$ cat src/rtl/pwl_slope_packer.sv
// pwl_slope_packer: turns a stream of (delta, sample) waypoints into
// {time, sample, slope} words for a piecewise-linear generator.
//
// Ports:
//   clk, rst_n          clock, asynchronous active-low reset
//   in_data             {delta[2W-1:W] unsigned, sample[W-1:0] signed}
//   in_valid/in_ready   waypoint handshake; in_last marks the final one
//   out_data            {time, sample, slope} of the previous waypoint
//   out_valid/out_ready word handshake; out_done flags the final word
//   err_dt_zero         sticky: a non-first waypoint had delta 0
//   err_time_ovf        sticky: absolute time wrapped
module pwl_slope_packer #(
    parameter int SAMPLE_WIDTH = 16
) (
    input  logic                      clk,
    input  logic                      rst_n,
    input  logic [2*SAMPLE_WIDTH-1:0] in_data,
    input  logic                      in_valid,
    input  logic                      in_last,
    output logic                      in_ready,
    output logic [3*SAMPLE_WIDTH-1:0] out_data,
    output logic                      out_valid,
    input  logic                      out_ready,
    output logic                      out_done,
    output logic                      err_dt_zero,
    output logic                      err_time_ovf
);

    localparam int W  = SAMPLE_WIDTH;
    localparam int CW = $clog2(W + 3);

    // W+1 quotient steps, one sign/saturate step, then hand over to EMIT.
    localparam logic [CW-1:0] STEP_END = CW'(W + 1);
    localparam logic [CW-1:0] EMIT_AT  = CW'(W + 2);

    localparam logic [W:0] POS_MAX = {2'b00, {(W-1){1'b1}}};
    localparam logic [W:0] NEG_MAG = {2'b01, {(W-1){1'b0}}};
    localparam logic [W-1:0] SLOPE_MIN = {1'b1, {(W-1){1'b0}}};

    typedef enum logic [2:0] {
        IDLE,
        HOLD,
        DIVIDE,
        EMIT,
        EMIT_LAST
    } state_t;

    state_t state, state_nx;

    logic          active;
    logic [W-1:0]  prev_time, prev_sample;
    logic [W-1:0]  cur_time, cur_sample;
    logic          cur_last;
    logic [W-1:0]  dt_q;
    logic          dt_zero;
    logic          dv_neg;
    logic [W:0]    mag, rem, quo;
    logic [CW-1:0] cnt;
    logic [W-1:0]  slope;
    logic          dtz_flag, ovf_flag;

    logic [W-1:0]  in_sample, in_delta;
    logic          accept;
    logic [W:0]    dv, dv_mag, t_sum;
    logic [W:0]    trial, quo_neg;
    logic          fits;
    logic [W-1:0]  sat;

    assign in_sample = in_data[W-1:0];
    assign in_delta  = in_data[2*W-1:W];
    assign accept    = in_valid && in_ready;

    assign dv     = {in_sample[W-1], in_sample} - {prev_sample[W-1], prev_sample};
    assign dv_mag = dv[W] ? -dv : dv;
    assign t_sum  = {1'b0, prev_time} + {1'b0, in_delta};

    // Restoring divide: bring in the next dividend bit, subtract if it fits.
    assign trial   = {rem[W-1:0], mag[W]};
    assign fits    = trial >= {1'b0, dt_q};
    assign quo_neg = -quo;

    always_comb begin
        sat = '0;
        if (dv_neg) begin
            sat = (quo >= NEG_MAG) ? SLOPE_MIN : quo_neg[W-1:0];
        end else begin
            sat = (quo > POS_MAX) ? POS_MAX[W-1:0] : quo[W-1:0];
        end
    end

    assign err_dt_zero  = dtz_flag;
    assign err_time_ovf = ovf_flag;

    always_ff @(posedge clk or negedge rst_n) begin
        if (!rst_n) begin
            state <= IDLE;
        end else begin
            state <= state_nx;
        end
    end

    always_comb begin
        state_nx  = state;
        in_ready  = 1'b0;
        out_valid = 1'b0;
        out_done  = 1'b0;
        out_data  = '0;
        unique case (state)
            IDLE: begin
                in_ready = active;
                if (in_valid && active) begin
                    state_nx = in_last ? EMIT_LAST : HOLD;
                end
            end
            HOLD: begin
                in_ready = active;
                if (in_valid && active) begin
                    state_nx = DIVIDE;
                end
            end
            DIVIDE: begin
                if (cnt == EMIT_AT) begin
                    state_nx = EMIT;
                end
            end
            EMIT: begin
                out_valid = 1'b1;
                out_data  = {prev_time, prev_sample, slope};
                if (out_ready) begin
                    state_nx = cur_last ? EMIT_LAST : HOLD;
                end
            end
            EMIT_LAST: begin
                out_valid = 1'b1;
                out_done  = 1'b1;
                out_data  = {prev_time, prev_sample, {W{1'b0}}};
                if (out_ready) begin
                    state_nx = IDLE;
                end
            end
            default: state_nx = IDLE;
        endcase
    end

    always_ff @(posedge clk or negedge rst_n) begin
        if (!rst_n) begin
            active      <= 1'b0;
            prev_time   <= '0;
            prev_sample <= '0;
            cur_time    <= '0;
            cur_sample  <= '0;
            cur_last    <= 1'b0;
            dt_q        <= '0;
            dt_zero     <= 1'b0;
            dv_neg      <= 1'b0;
            mag         <= '0;
            rem         <= '0;
            quo         <= '0;
            cnt         <= '0;
            slope       <= '0;
            dtz_flag    <= 1'b0;
            ovf_flag    <= 1'b0;
        end else begin
            // Holds in_ready low until the first edge after reset release.
            active <= 1'b1;

            if (state == IDLE && accept) begin
                prev_sample <= in_sample;
                prev_time   <= '0;
            end

            if (state == HOLD && accept) begin
                cur_sample <= in_sample;
                cur_time   <= t_sum[W-1:0];
                cur_last   <= in_last;
                dt_q       <= in_delta;
                dt_zero    <= (in_delta == '0);
                dv_neg     <= dv[W];
                mag        <= dv_mag;
                rem        <= '0;
                quo        <= '0;
                cnt        <= '0;
                if (t_sum[W]) begin
                    ovf_flag <= 1'b1;
                end
                if (in_delta == '0) begin
                    dtz_flag <= 1'b1;
                end
            end

            // A zero delta still walks the full count so latency is fixed;
            // its garbage quotient is replaced by 0 at the sign step.
            if (state == DIVIDE) begin
                cnt <= cnt + CW'(1);
                if (cnt < STEP_END) begin
                    mag <= {mag[W-1:0], 1'b0};
                    rem <= fits ? (trial - {1'b0, dt_q}) : trial;
                    quo <= {quo[W-1:0], fits};
                end else if (cnt == STEP_END) begin
                    slope <= dt_zero ? '0 : sat;
                end
            end

            if (state == EMIT && out_ready) begin
                prev_time   <= cur_time;
                prev_sample <= cur_sample;
            end

            if (state == EMIT_LAST && out_ready) begin
                prev_time <= '0;
            end
        end
    end

endmodule
$ cat config.mk
export PLATFORM = sky130hd
export DESIGN_NAME = pwl_slope_packer
export DESIGN_NICKNAME = d
export VERILOG_FILES = /design/src/rtl/pwl_slope_packer.sv
export SDC_FILE = /design/constraint.sdc
export NUM_CORES = 1
export LEC_CHECK = 0
export ABC_AREA = 1
export CAP_MARGIN = 15
export CORE_ASPECT_RATIO = 2
export CORE_MARGIN = 2
export CORE_UTILIZATION = 50
export CTS_CLUSTER_DIAMETER = 30
export DETAILED_ROUTE_END_ITERATION = 10
export DONT_BUFFER_PORTS = 1
export PLACE_DENSITY_LB_ADDON = 0.05
export SLEW_MARGIN = 20
export SYNTH_ARGS = -nofsm -noshare
export SYNTH_HDL_FRONTEND = slang
export SYNTH_SLANG_ARGS = --single-unit
$ cat constraint.sdc
create_clock -name clk -period 3.1 [get_ports clk]
set_clock_uncertainty 0.05 [all_clocks]
set_input_delay 0.465 -clock clk [delete_from_list [all_inputs] [get_ports clk]]
set_output_delay 0.465 -clock clk [all_outputs]
set_load 0.02 [all_outputs]
---- After elaboration in Yosys (flattened, before gate mapping) ----
Cells that the tools add are included.
word-level totals
  register bits after elaboration ......... 161
  output and inout bits ................... 53
  bits of input ports ..................... 37
  word-level logic and storage cells ...... 90
operators by class
  $lt $le $gt $ge ......................... 4
  reductions and logical operators ........ 17
  bitwise logic cells ..................... 1
  equal/unequal tests ..................... 11
  multiplexer cells ....................... 34
  add/subtract/negate cells ............... 6
operators by type and width
  cell                  number
  $mux 17               11
  $mux 16               9
  $pmux 48 s2           1
  $mux 3                7
  $add 16x16->17        1
  $ge 17x16->1          1
  $ge 17x16->1 const B  1
  $gt 17x15->1 const B  1
  $neg 17->17           1
  $sub 16x16->17        1
  $sub 17x16->17        1
  $logic_not 16->1      1
  $neg 16->16           1
  $pmux 3 s5            1
  $eq 5x5->1 const B    2
  $mux 5                2
  $ne 2x2->1 const B    5
  $eq 3x2->1 const B    2
  $logic_and 1x1->1     6
  $add 5x1->5 const B   1
  $lt 5x5->1 const B    1
  $reduce_and 5->1      1
  $reduce_and 2->1      2
  $reduce_bool 2->1     2
  8 further kinds       11

---- Logic depth before layout (Yosys ltp) ----
Gate-level depths: netlist (run 1).
  word-level depth ........................ 8
  gate-level depth with buffers ........... 19
  mapped depth without buffers ............ 19

---- Worst setup path after synthesis (run 1) ----
No wires, ideal clock.
  path kind ............................... input to register
  from .................................... input port in_data[0]
  to ...................................... register mag[16]
  buffers on the path ..................... 0
  required time ........................... 2.987 ns
  setup time .............................. 0.063 ns
  setup slack ............................. 0.676 ns
  data arrival time ....................... 2.311 ns
  stages on the path ...................... 16
  path through ............................ inv_1 ha_1 fa_1 ha_1 inv_1 nor2_2 nand3_2 nor2_4 nand2_2 nor2_4 nand3_2 nor2_1 nand3_1 nand2_1 o21ai_1 inv_1
between the ends
  cells in the longest elaborated chain, start to end .. 6
RTL lines
  what                    line  RTL
  start: declaration      17    input logic [2*SAMPLE_WIDTH-1:0] in_data,
  $sub 16x16->17 *        73    assign dv = {in_sample[W-1], in_sample} - {prev_sample[W-1], prev_sample};
  $neg 17->17             74    assign dv_mag = dv[W] ? -dv : dv;
  $mux 17 *               74
  $mux 17 *               172   if (state == HOLD && accept) begin
  $mux 17                 195   if (cnt < STEP_END) begin
  $mux 17 *               193   if (state == DIVIDE) begin
  end signal: assignment  179   mag <= dv_mag;
  end signal: assignment  196   mag <= {mag[W-1:0], 1'b0};
  end: declaration        57    logic [W:0] mag, rem, quo;
Mark *: on every way between the ends. The rest lies on a longest branch, timed or not.
A chain may end at the register's enable or synchronous reset.

---- Final worst setup path (run 1) ----
  from .................................... register state[2]
  to ...................................... output port out_data[34]
between the ends
  cells in the longest elaborated chain, start to end .. 2
  elaborated cells between the ends (all ways) .. 3
  those cells by class .................... eq/ne (2); mux (1)
RTL lines
  what                                      line  RTL
  start: declaration                        48    state_t state, state_nx;
  start signal: assignment                  98    state <= state_nx;
  $eq 3x3->1 or $eq 3x2->1 (tied branches)  108   unique case (state)
  $pmux 48 s2 *                             108
  end: declaration                          21    output logic [3*SAMPLE_WIDTH-1:0] out_data,
Marked as above.

==> impl_results.rst, run 1 <==
.. list-table::
   :header-rows: 1

   * - Metric
     - Value
   * - Outcome
     - complete, but fails checks
   * - Violations in the final reports
     - hold timing
   * - Part of the Yosys area used for sequential elements
     - 38.0%
   * - # rows
     - 75
   * - Starting DRC count in detailed routing
     - 399
   * - Portion of the clock cycle consumed by the worst path in the final layout
     - 96.8%
   * - Initial antenna violation count
     - 0
   * - Cell Area, Synth
     - between 0.01 and 0.015 sq mm
   * - Total grt overflow
     - 0
   * - Final number of hold-violating endpoints
     - 160
   * - Starting Density
     - 50.6%
   * - Number of remaining DRC errors
     - 0
   * - Horizontal extent of the die
     - 107 um
   * - Fraction of synthesis flops using an asynchronous set or reset pin
     - 100%
   * - Unrepaired setup endpoints after global routing
     - true
   * - Number of buffer cells added on primary ports
     - 0
   * - Final cell count without fillers
     - 1726
   * - DIE AREA
     - 0.0223 sq mm
   * - Type of origin of the critical path
     - flip-flop
   * - # diodes
     - 0
   * - Avg Vias per Cell
     - about 5.4
   * - Max rail drop VDD
     - 489 uV
   * - Cell Pwr Density
     - 1120 mW/mm^2
   * - Final routed wire length divided by cell count
     - around 17 um
   * - CP required
     - ~2600 ps
   * - Final setup violation count
     - 0
   * - Number of buffers on the longest clock path
     - 2
   * - Skew-Pair Late Insertion Delay
     - 450 ps
   * - Total GRT Usage
     - 26.9%
   * - Element type at the critical path end
     - output port
   * - Yosys warnings
     - 0
   * - Final Slew Violations
     - 0
   * - Post-Place Cells
     - around 1700
   * - Max-Slew Margin vs Limit
     - approximately half
   * - Kind of critical path
     - flip-flop to output port
   * - Share of layout cells above drive strength 1
     - 7.34%
   * - Length in cells of the worst reg-to-reg path
     - 16
   * - Worst Path Arrival
     - about 2500 ps
   * - Pin count of the biggest net entering global routing
     - between 150 and 200
   * - Actual transition at the worst max-transition pin
     - 751 ps
   * - Final GP Congestion
     - 0.906
   * - Distinct cells, synth
     - 55
   * - H-tree lvl count
     - 4
   * - Overall power after layout
     - 12.7 mW
   * - First-pass iteration count of the detailed router
     - 5
   * - Synthesized Nets
     - 1553
   * - Leakage component of the power
     - 5.68 nW
   * - Synth-to-layout area growth
     - 7.31%
   * - Total length of routed wires
     - 28700 um
   * - Root buf cell
     - clkbuf_16
   * - Path category of the worst min-delay check
     - input port to asynchronous set/reset pin
   * - Routed Antenna Nets
     - 0
   * - DPL Wire Length
     - between 20000 and 25000 um
   * - Wire length of the first global-routing pass
     - 46800 um
   * - Max FO, Critical Path
     - 33
   * - IO Count
     - 90
   * - Worst-path clk slew
     - 70 ps
   * - Clock tree from TritonCTS
     - done
   * - Post-route core utilization
     - 54.3%
   * - Prevailing post-synth register cell
     - dfrtp_1
   * - Overall via count from detail_route
     - 9294
   * - Register bit total from synthesis
     - 160
   * - Final critical-path required period
     - 3000 ps
   * - Final hold slack
     - -341 ps
   * - Die outline height
     - around 210 um
   * - Syn Area/Cell
     - 7.22 sq um
   * - Nets@finish
     - 1538
   * - Maxcap violations
     - 0
   * - Core Region
     - 0.0208 sq mm
   * - Count of mapped cells out of synthesis
     - 1460
   * - TritonCTS Sinks
     - 160
   * - Number of enable flip-flop cells after synthesis
     - 0
   * - Number of global-route vias before repair
     - 9397
   * - Fmax
     - 333 MHz
   * - Number of buffers added by the clock tree synthesis step
     - 17
[critical path, cell delays in order (launching register included)]
cell     delay, ps
dfrtp_1        450
nor3_1         470
inv_2           70
nand2_1        250
inv_2          310
nor2_1         450
[cells by family after synthesis]
| kind of cell | share of synthesized area (%) |
|---|---|
| buffers and inverters | 10.0 |
| xor gates and xnor gates | 2.49 |
| DFF | 38.0 |
| other | 0.0356 |
| muxes | 0.0949 |
| adders and majority gates | 6.86 |
| and+or+nand+nor | 26.5 |
| AOI/OAI and AO/OA | 16.0 |
[timing repair]
item,in CTS,in global routing
resized for setup,0,1
endpoints found under the hold margin,160,160
endpoints found under the setup margin,0,7
buffers inserted,0,0
[registers in the layout, indices dropped and copies added, names as in the netlist, 3 cells and up]
name	count
state	3
mag	17
slope	16
quo	17
cur_time	16
rem	16
prev_sample	16
dt_q	16
cur_sample	16
prev_time	16
cnt	5
[per-stage QoR]
step | setup WS (ps) | cell area, sq um | TNS (ps)
4_1_cts | 46.8 | 11300 | 0
6_report | 99.8 | 11300 | 0
3_3_place_gp | 404 | 10800 | 0
3_5_place_dp | 330 | 10800 | 0
2_1_floorplan | 676 | 10500 | 0
5_1_grt | -36.4 | 11300 | -163
[layer usage]
metal / wire [um] / track usage [%]
met5: 0 / 0
met4: 782 / 10.7
met3: 1090 / 5.37
met2: 16200 / 52.8
met1: 10700 / 26.7
[cells in the mapped netlist (18+ instances only)]
cell,instances,area (sq um)
ha_1,53,663
nand2_1,334,1250
nor2_1,144,541
o21ai_0,148,741
dfrtp_1,160,4000
clkbuf_1,29,109
a21oi_1,48,240
inv_1,204,766
o21ai_1,22,110
o22ai_1,20,125
xor2_1,18,158
nand3_1,112,561
[placed cells by master, fill, tap and decap left out, types with 9 or more instances in the layout]
cell and count:
clkinv_2 9, a21oi_1 48, buf_4 14, o21ai_1 22, ha_1 53, nor2_1 142, dfrtp_1 160, xor2_1 18
nand2_1 334, o22ai_1 20, nor3_1 9, nand3_1 112, o21ai_0 148, inv_1 204, nand2_2 10, inv_2 12
clkbuf_16 17, xnor2_1 12
[worst paths after layout]
kind                                 from             end  slack, ps
setup / recovery                 state[2]    out_data[34]        100
hold / removal                      rst_n         dt_q[9]       -340
setup reg to reg           prev_sample[0]          mag[4]        470
hold reg to reg               cur_time[0]     cur_time[0]        430
max in group asynchronous           rst_n          rem[0]       3060
min in group clk              in_data[15]  cur_sample[15]         80
[where the power goes]
part	leakage (nW)	internal, mW	total, mW	switching (mW)
sequential	2.00	2.98	3.54	0.554
clock	0.268	1.11	2.00	0.891
combinational	3.41	2.41	7.15	4.74
[layout make-up]
type | instances | area [sq um]
Multi-Input combinational cell | 1033 | 5490
Fill cell | 2131 | 9520
Clock inverter | 12 | 93.8
Sequential cell | 160 | 4000
Inverter | 218 | 820
Clock buffer | 19 | 443
Tap cell | 269 | 337
Timing Repair Buffer | 15 | 125
No activity file was read; power rests on OpenSTA's default activity.
==> inputs of run 2 (changes only) <==
Settings changed: ABC_AREA 1 to 0.
==> run 2 against run 1 <==
Compared with the run above: the run still ends with hold timing left; sequential cell count unchanged; first-iteration DRC count decreased by 12%; largest power group unchanged; routed wire length decreased by 6.9%; critical path depth increased by 6; worst setup slack improved by 60 ps; total power decreased by 5.8%; sequential power about the same.
==> impl_results.rst, run 2 <==
.. list-table::
   :header-rows: 1

   * - Metric
     - Value
   * - Number of buffer cells added on primary ports
     - 0
   * - Number of global-route vias before repair
     - 8442
   * - Max FO, Critical Path
     - 12
   * - Most common cell after layout, fill and taps aside
     - nand2_1
   * - Max rail drop VDD
     - 672 uV
   * - Critical register-to-register path startpoint
     - prev_sample[0]
   * - Layer with the highest usage after global routing
     - met2
   * - Overall via count from detail_route
     - 8308
   * - Core Region
     - a little under 0.02 sq mm
   * - CP required
     - about 3400 ps
   * - Final Slew Violations
     - 0
   * - Root buf cell
     - clkbuf_16
   * - Global Route met1 Usage
     - 27.3%
   * - Stages on the worst setup path
     - 11
   * - Reg-to-reg slack, setup
     - approximately 160 ps
   * - Element type at the critical path end
     - flip-flop
   * - Number of buffers on the longest clock path
     - 2
   * - # rows
     - roughly 70
   * - Distinct cells, synth
     - 74
   * - Part of the Yosys area used for sequential elements
     - 40.7%
   * - Biggest area consumer among synthesized cells
     - dfrtp_1
   * - Count of mapped cells out of synthesis
     - 1152
   * - Routed Antenna Nets
     - 0
   * - Type of origin of the critical path
     - flip-flop
   * - Register bit total from synthesis
     - 160
   * - Avg Vias per Cell
     - 5.79
   * - Post-route core utilization
     - 56.8%
   * - Horizontal extent of the die
     - between 100 and 150 um
   * - Worst-path clk slew
     - 60 ps
   * - Outcome
     - complete, but fails checks
   * - Die outline height
     - 202 um
   * - Starting DRC count in detailed routing
     - 351
   * - DPL Wire Length
     - between 15000 and 20000 um
   * - Post-Place Cells
     - 1401
   * - Portion of the clock cycle consumed by the worst path in the final layout
     - around 95%
   * - Yosys warnings
     - 0
   * - Final hold slack
     - -344 ps
   * - TritonCTS Sinks
     - 160
   * - Number of buffers added by the clock tree synthesis step
     - 17
   * - Wire length of the first global-routing pass
     - 43000 um
   * - Path category of the worst min-delay check
     - input port to asynchronous set/reset pin
   * - Number of remaining DRC errors
     - 0
   * - Crit path cell chain
     - ha_2 > fa_2 > nor2b_4 > o2111ai_4 > a211oi_2 > o2111ai_1 > a32o_2 > nand2_1 > xor2_1 > a21oi_1 > a21o_1
   * - Share of layout cells above drive strength 1
     - 10.0%
   * - Critical path buffers and inverters
     - 0
   * - Pin count of the biggest net entering global routing
     - 161
   * - Final sum of negative setup slack
     - 0 ps
   * - Fraction of synthesis flops using an asynchronous set or reset pin
     - 100%
   * - Largest registers
     - mag (17), quo (17)
   * - Final setup violation count
     - 0
   * - Final number of hold-violating endpoints
     - 160
   * - Initial antenna violation count
     - 0
   * - Total length of routed wires
     - 26700 um
   * - Total GRT Usage
     - 27.0%
   * - Source of the critical timing path
     - prev_sample[0]
   * - Skew-Pair Late Insertion Delay
     - 450 ps
   * - Final cell count without fillers
     - 1434
   * - Synth-to-layout area growth
     - 11.8%
   * - IO Count
     - 90
   * - GR met2 Demand/Resource
     - 49.0%
   * - Leakage component of the power
     - 5.17 nW
   * - Syn Area/Cell
     - 8.55 sq um
   * - Worst Path Arrival
     - 3230 ps
   * - Final critical-path required period
     - 2940 ps
   * - First-pass iteration count of the detailed router
     - 4
   * - Top cell types by occurrence after synthesis
     - nand2_1 (199), dfrtp_1 (160), o21ai_0 (107)
   * - Maxcap violations
     - 0
   * - Most frequent cells in the layout
     - nand2_1 (199), dfrtp_1 (160), o21ai_0 (107)
   * - Proportion of netlist area held by the largest area contributor
     - 40.7%
   * - Fin area
     - 0.0110 sq mm
   * - Prevailing post-synth register cell
     - dfrtp_1
   * - Multi-input combinational cell area
     - 0.00548 sq mm
   * - DIE AREA
     - 0.0209 sq mm
   * - Fmax
     - 340 MHz
   * - Total placed instance area
     - ~0.010 sq mm
   * - Length in cells of the worst reg-to-reg path
     - 11
   * - Cell Area, Synth
     - 0.00985 sq mm
   * - Count of filler cells inserted in the layout
     - 1815
   * - Synth top area cells
     - dfrtp_1 (41%), nand2_1 (7.6%), ha_1 (6.7%)
   * - Violations in the final reports
     - hold timing
   * - Maximum cell stage delay along the critical path
     - between 400 and 500 ps
   * - H-tree lvl count
     - 4
   * - Cell at the slowest stage of the critical path
     - fa_2
   * - Clock tree from TritonCTS
     - done
   * - Nets@finish
     - between 1000 and 1500
   * - Max-Slew Margin vs Limit
     - 49.4%
   * - Most numerous cell in the Yosys netlist
     - nand2_1
   * - FF/Latch Area
     - around 0.0040 sq mm
   * - Starting Density
     - 50.8%
   * - Synthesized Nets
     - 1245
   * - Number of enable flip-flop cells after synthesis
     - 0
   * - CP top delay family
     - compound AO/OA/AOI/OAI gates
   * - Final routed wire length divided by cell count
     - 18.6 um
   * - Actual transition at the worst max-transition pin
     - around 750 ps
   * - Endpoint of the worst-slack reg-to-reg timing path
     - mag[7]
   * - Cell Pwr Density
     - 1090 mW/mm^2
   * - # diodes
     - 0
   * - Total grt overflow
     - 0
   * - Endpoint of the most critical setup path
     - mag[7]
   * - Kind of critical path
     - flip-flop to flip-flop
   * - Final GP Congestion
     - a little under 0.9
   * - GR Util met3
     - 5.89%
[run 2: timing repair]
item	4_1_cts	5_1_grt
resized for setup	1	13
endpoints found under the hold margin	160	160
endpoints found under the setup margin	1	13
pin swaps	0	8
buffers inserted	0	2
[run 2: per-layer routing]
layer	part of all wire, %	vias to the layer above
met1	36	4015
li1	-	4054
met5	0	-
met4	5.3	0
met3	3.8	69
met2	55	170
[run 2: report_power, final]
| part | internal (mW) | leakage [nW] | total [mW] | switching [mW] |
|---|---|---|---|---|
| clock network | 1.14 | 0.263 | 2.02 | 0.878 |
| logic | 2.69 | 2.84 | 6.39 | 3.70 |
| registers | 2.92 | 2.07 | 3.54 | 0.623 |
[run 2: area by class of cell]
type                    instances  area share [%]
multi-input cells             875            49.8
inverters                      54            1.84
clock buffers                  23            4.25
repair buffers                 54            4.02
flip-flops and latches        160            36.4
well taps                     259            2.94
clock inverters                 9           0.773
[run 2: cell families (layout without fill, tap and decap cells)]
| kind of cell | Yosys count | after routing | synth area share [%] |
|---|---|---|---|
| buf+inv | 117 | 140 | 4.51 |
| simple gates | 442 | 442 | 20.6 |
| flops | 160 | 160 | 40.7 |
| mux | 27 | 27 | 2.74 |
| xor+xnor | 50 | 50 | 4.52 |
| other cells | 1 | 1 | 0.0381 |
| compound gates | 299 | 299 | 19.6 |
| fa+ha+maj | 56 | 56 | 7.35 |
[run 2: how the worst min path moves through the flow]
stage | endpoint | cells after the start | slack [ps]
6_report | active | 0 | -340
5_1_grt | slope[6] | 0 | -360
4_1_cts | cur_time[9] | 0 | -360
3_5_place_dp | state[2] | 0 | 120
3_3_place_gp | state[0] | 0 | 120
2_1_floorplan | active | 0 | 120
[run 2: through the flow]
stage | setup WS, ps | power [mW]
final | 160 | 11.9
after global routing | -3.88 | 12.9
after CTS | 21.8 | 11.9
after detailed placement | -81.2 | 9.80
after global placement | -61.9 | 9.70
after floorplan | 134 | 8.11
==> inputs of run 3 (changes only) <==
Settings changed: SETUP_SLACK_MARGIN from default to 0.5.
==> run 3 against run 2 <==
Compared with the run above: the run still ends with hold timing left; combinational power rose by 19%; first-iteration DRC count fell by 9.4%; die area did not move; sequential cell count did not move; non-clock buffer count rose by 14; critical path depth rose by 1; worst hold slack improved by 8.1 ps; critical path type unchanged; highest routed layer unchanged.
==> impl_results.rst, run 3 (synthesized netlist as in run 2, its figures left out) <==
.. list-table::
   :header-rows: 1

   * - Metric
     - Value
   * - Max rail drop VDD
     - 680 uV
   * - Element type at the critical path end
     - flip-flop
   * - H-tree lvl count
     - 4
   * - Kind of critical path
     - flip-flop to flip-flop
   * - Path category of the worst min-delay check
     - input port to asynchronous set/reset pin
   * - Final Slew Violations
     - 0
   * - Number of global-route vias before repair
     - between 8000 and 9000
   * - Critical register-to-register path startpoint
     - prev_sample[2]
   * - Outcome
     - complete, but fails checks
   * - Share of layout cells above drive strength 1
     - 18.6%
   * - Length in cells of the worst reg-to-reg path
     - 12
   * - Root buf cell
     - clkbuf_16
   * - Final sum of negative setup slack
     - 0 ps
   * - IO Count
     - 90
   * - Maxcap violations
     - 0
   * - Final critical-path required period
     - 2890 ps
   * - # diodes
     - 0
   * - Combinational fraction of design power
     - 56.8%
   * - Final number of hold-violating endpoints
     - 160
   * - Number of buffers added by the clock tree synthesis step
     - 17
   * - Largest registers
     - mag (17), quo (17)
   * - First-pass iteration count of the detailed router
     - 7
   * - Avg Vias per Cell
     - 5.86
   * - Worst-path clk slew
     - roughly 60 ps
   * - NetSw
     - between 5 and 6 mW
   * - Most common cell after layout, fill and taps aside
     - nand2_1
   * - Pin count of the biggest net entering global routing
     - 161
   * - Reg-to-reg slack, setup
     - 210 ps
   * - Max-Slew Margin vs Limit
     - 42.5%
   * - Cell-internal power
     - 7.61 mW
   * - Overall via count from detail_route
     - 8489
   * - Leakage component of the power
     - 5.33 nW
   * - Nets@finish
     - roughly 1300
   * - Net switching fraction of the power
     - 43.1%
   * - Clock tree from TritonCTS
     - done
   * - Count of filler cells inserted in the layout
     - 1765
   * - Actual transition at the worst max-transition pin
     - 855 ps
   * - Number of buffers on the longest clock path
     - 2
   * - Unrepaired setup endpoints after global routing
     - true
   * - Final hold slack
     - -336 ps
   * - Initial antenna violation count
     - 0
   * - DIE AREA
     - 0.0209 sq mm
   * - Overall power after layout
     - between 10 and 15 mW
   * - Total grt overflow
     - 0
   * - Final setup violation count
     - 0
   * - Die outline height
     - a little over 200 um
   * - CP required
     - 3430 ps
   * - Fraction of power consumed by the clock network
     - 17.0%
   * - Number of buffer cells added on primary ports
     - 0
   * - Starting Density
     - 50.8%
   * - Type of origin of the critical path
     - flip-flop
   * - Fmax
     - between 300 and 400 MHz
   * - Total GRT Usage
     - between 20% and 30%
   * - Skew-Pair Late Insertion Delay
     - 450 ps
   * - DPL Wire Length
     - 20200 um
   * - Wire length of the first global-routing pass
     - 45300 um
   * - Horizontal extent of the die
     - 103 um
   * - Core Region
     - 0.0194 sq mm
   * - Most frequent cells in the layout
     - nand2_1 (196), dfrtp_1 (159), o21ai_0 (99)
   * - Final routed wire length divided by cell count
     - 19.8 um
   * - # rows
     - 72
   * - Cell Pwr Density
     - 1140 mW/mm^2
   * - TritonCTS Sinks
     - 160
   * - Violations in the final reports
     - hold timing
   * - Synth-to-layout area growth
     - 19.1%
   * - Total length of routed wires
     - 28700 um
   * - Final GP Congestion
     - 0.933
   * - Worst Path Arrival
     - 3220 ps
   * - Sequential Power Share
     - 26.2%
   * - Portion of the clock cycle consumed by the worst path in the final layout
     - 93.3%
   * - Max FO, Critical Path
     - 6
   * - Number of remaining DRC errors
     - 0
   * - Starting DRC count in detailed routing
     - about 320
   * - Routed Antenna Nets
     - 0
   * - Endpoint of the worst-slack reg-to-reg timing path
     - mag[16]
[run 3: cell types whose count changed in the layout (fill, tap and decap cells not counted), moves of 6 or more]
cell / change
nor2b_1: -14
buf_4: +8
o21ai_0: -8
nor2_2: +19
ha_1: -9
nor2_1: -20
ha_4: +6
nor2b_2: +6
nor2b_4: +8
[run 3: timing repair]
item / in CTS / in global routing
cloned: 1 / 1
pin swaps: 27 / 20
endpoints found under the setup margin: 67 / 69
resized for setup: 54 / 53
hold endpoints to repair: 160 / 160
setup buffers: 17 / 15
[run 3: worst max path at each step]
stage	from	to	slack [ps]	depth (start not counted)
global route	prev_sample[2]	mag[12]	50	11
finish	prev_sample[2]	mag[16]	210	12
floorplan	in_data[0]	mag[14]	270	12
detailed placement	in_data[0]	mag[3]	20	12
CTS	prev_sample[2]	mag[12]	220	11
global placement	in_data[0]	mag[7]	50	12
[run 3: per-layer routing]
layer	up-vias	track usage (%)	part of all wire [%]
met5	-	0	0
met4	0	17.1	7.0
met3	97	6.71	4.1
met2	220	53.8	56
met1	4079	26.8	33
li1	4093	-	-
[run 3: layout make-up]
cell class,count,area [sq um],area share (%)
clock buffer,19,443,3.78
clock inverter,13,184,1.57
inverter,54,215,1.84
multi-input combinational,876,5950,50.8
sequential,160,4010,34.2
tap,259,324,2.76
timing repair buffer,68,602,5.13
[run 3: power by group through the flow]
stage	combinational (mW)	sequential (mW)	clock (mW)
4_1_cts	7.05	3.50	2.33
6_report	7.59	3.51	2.27
2_1_floorplan	4.97	3.31	0
3_3_place_gp	6.44	3.51	0
5_1_grt	8.37	3.61	2.40
3_5_place_dp	6.50	3.53	0
[run 3: critical path, stage by stage (launching register included)]
cell and delay, ps:
dfrtp_1 380, inv_1 110, ha_2 320, o21a_2 260, o21ai_4 90, a211oi_2 130
o21a_1 230, or3_4 350, a2111oi_4 410, buf_4 180, nand3_2 70, nor3_2 120
o22a_1 130
[run 3: metrics by stage]
stage | hold slack (ps) | std cells | worst slack, ps | util [%] | area, sq um
after floorplan | 119 | 1152 | 271 | - | 9960
after global placement | 124 | 1383 | 48.6 | 53.4 | 10400
after detailed placement | 124 | 1383 | 24.9 | 53.4 | 10400
after CTS | -370 | 1433 | 225 | 58.6 | 11400
after global routing | -366 | 1449 | 50.3 | 60.5 | 11700
final | -336 | 1449 | 209 | 60.5 | 11700
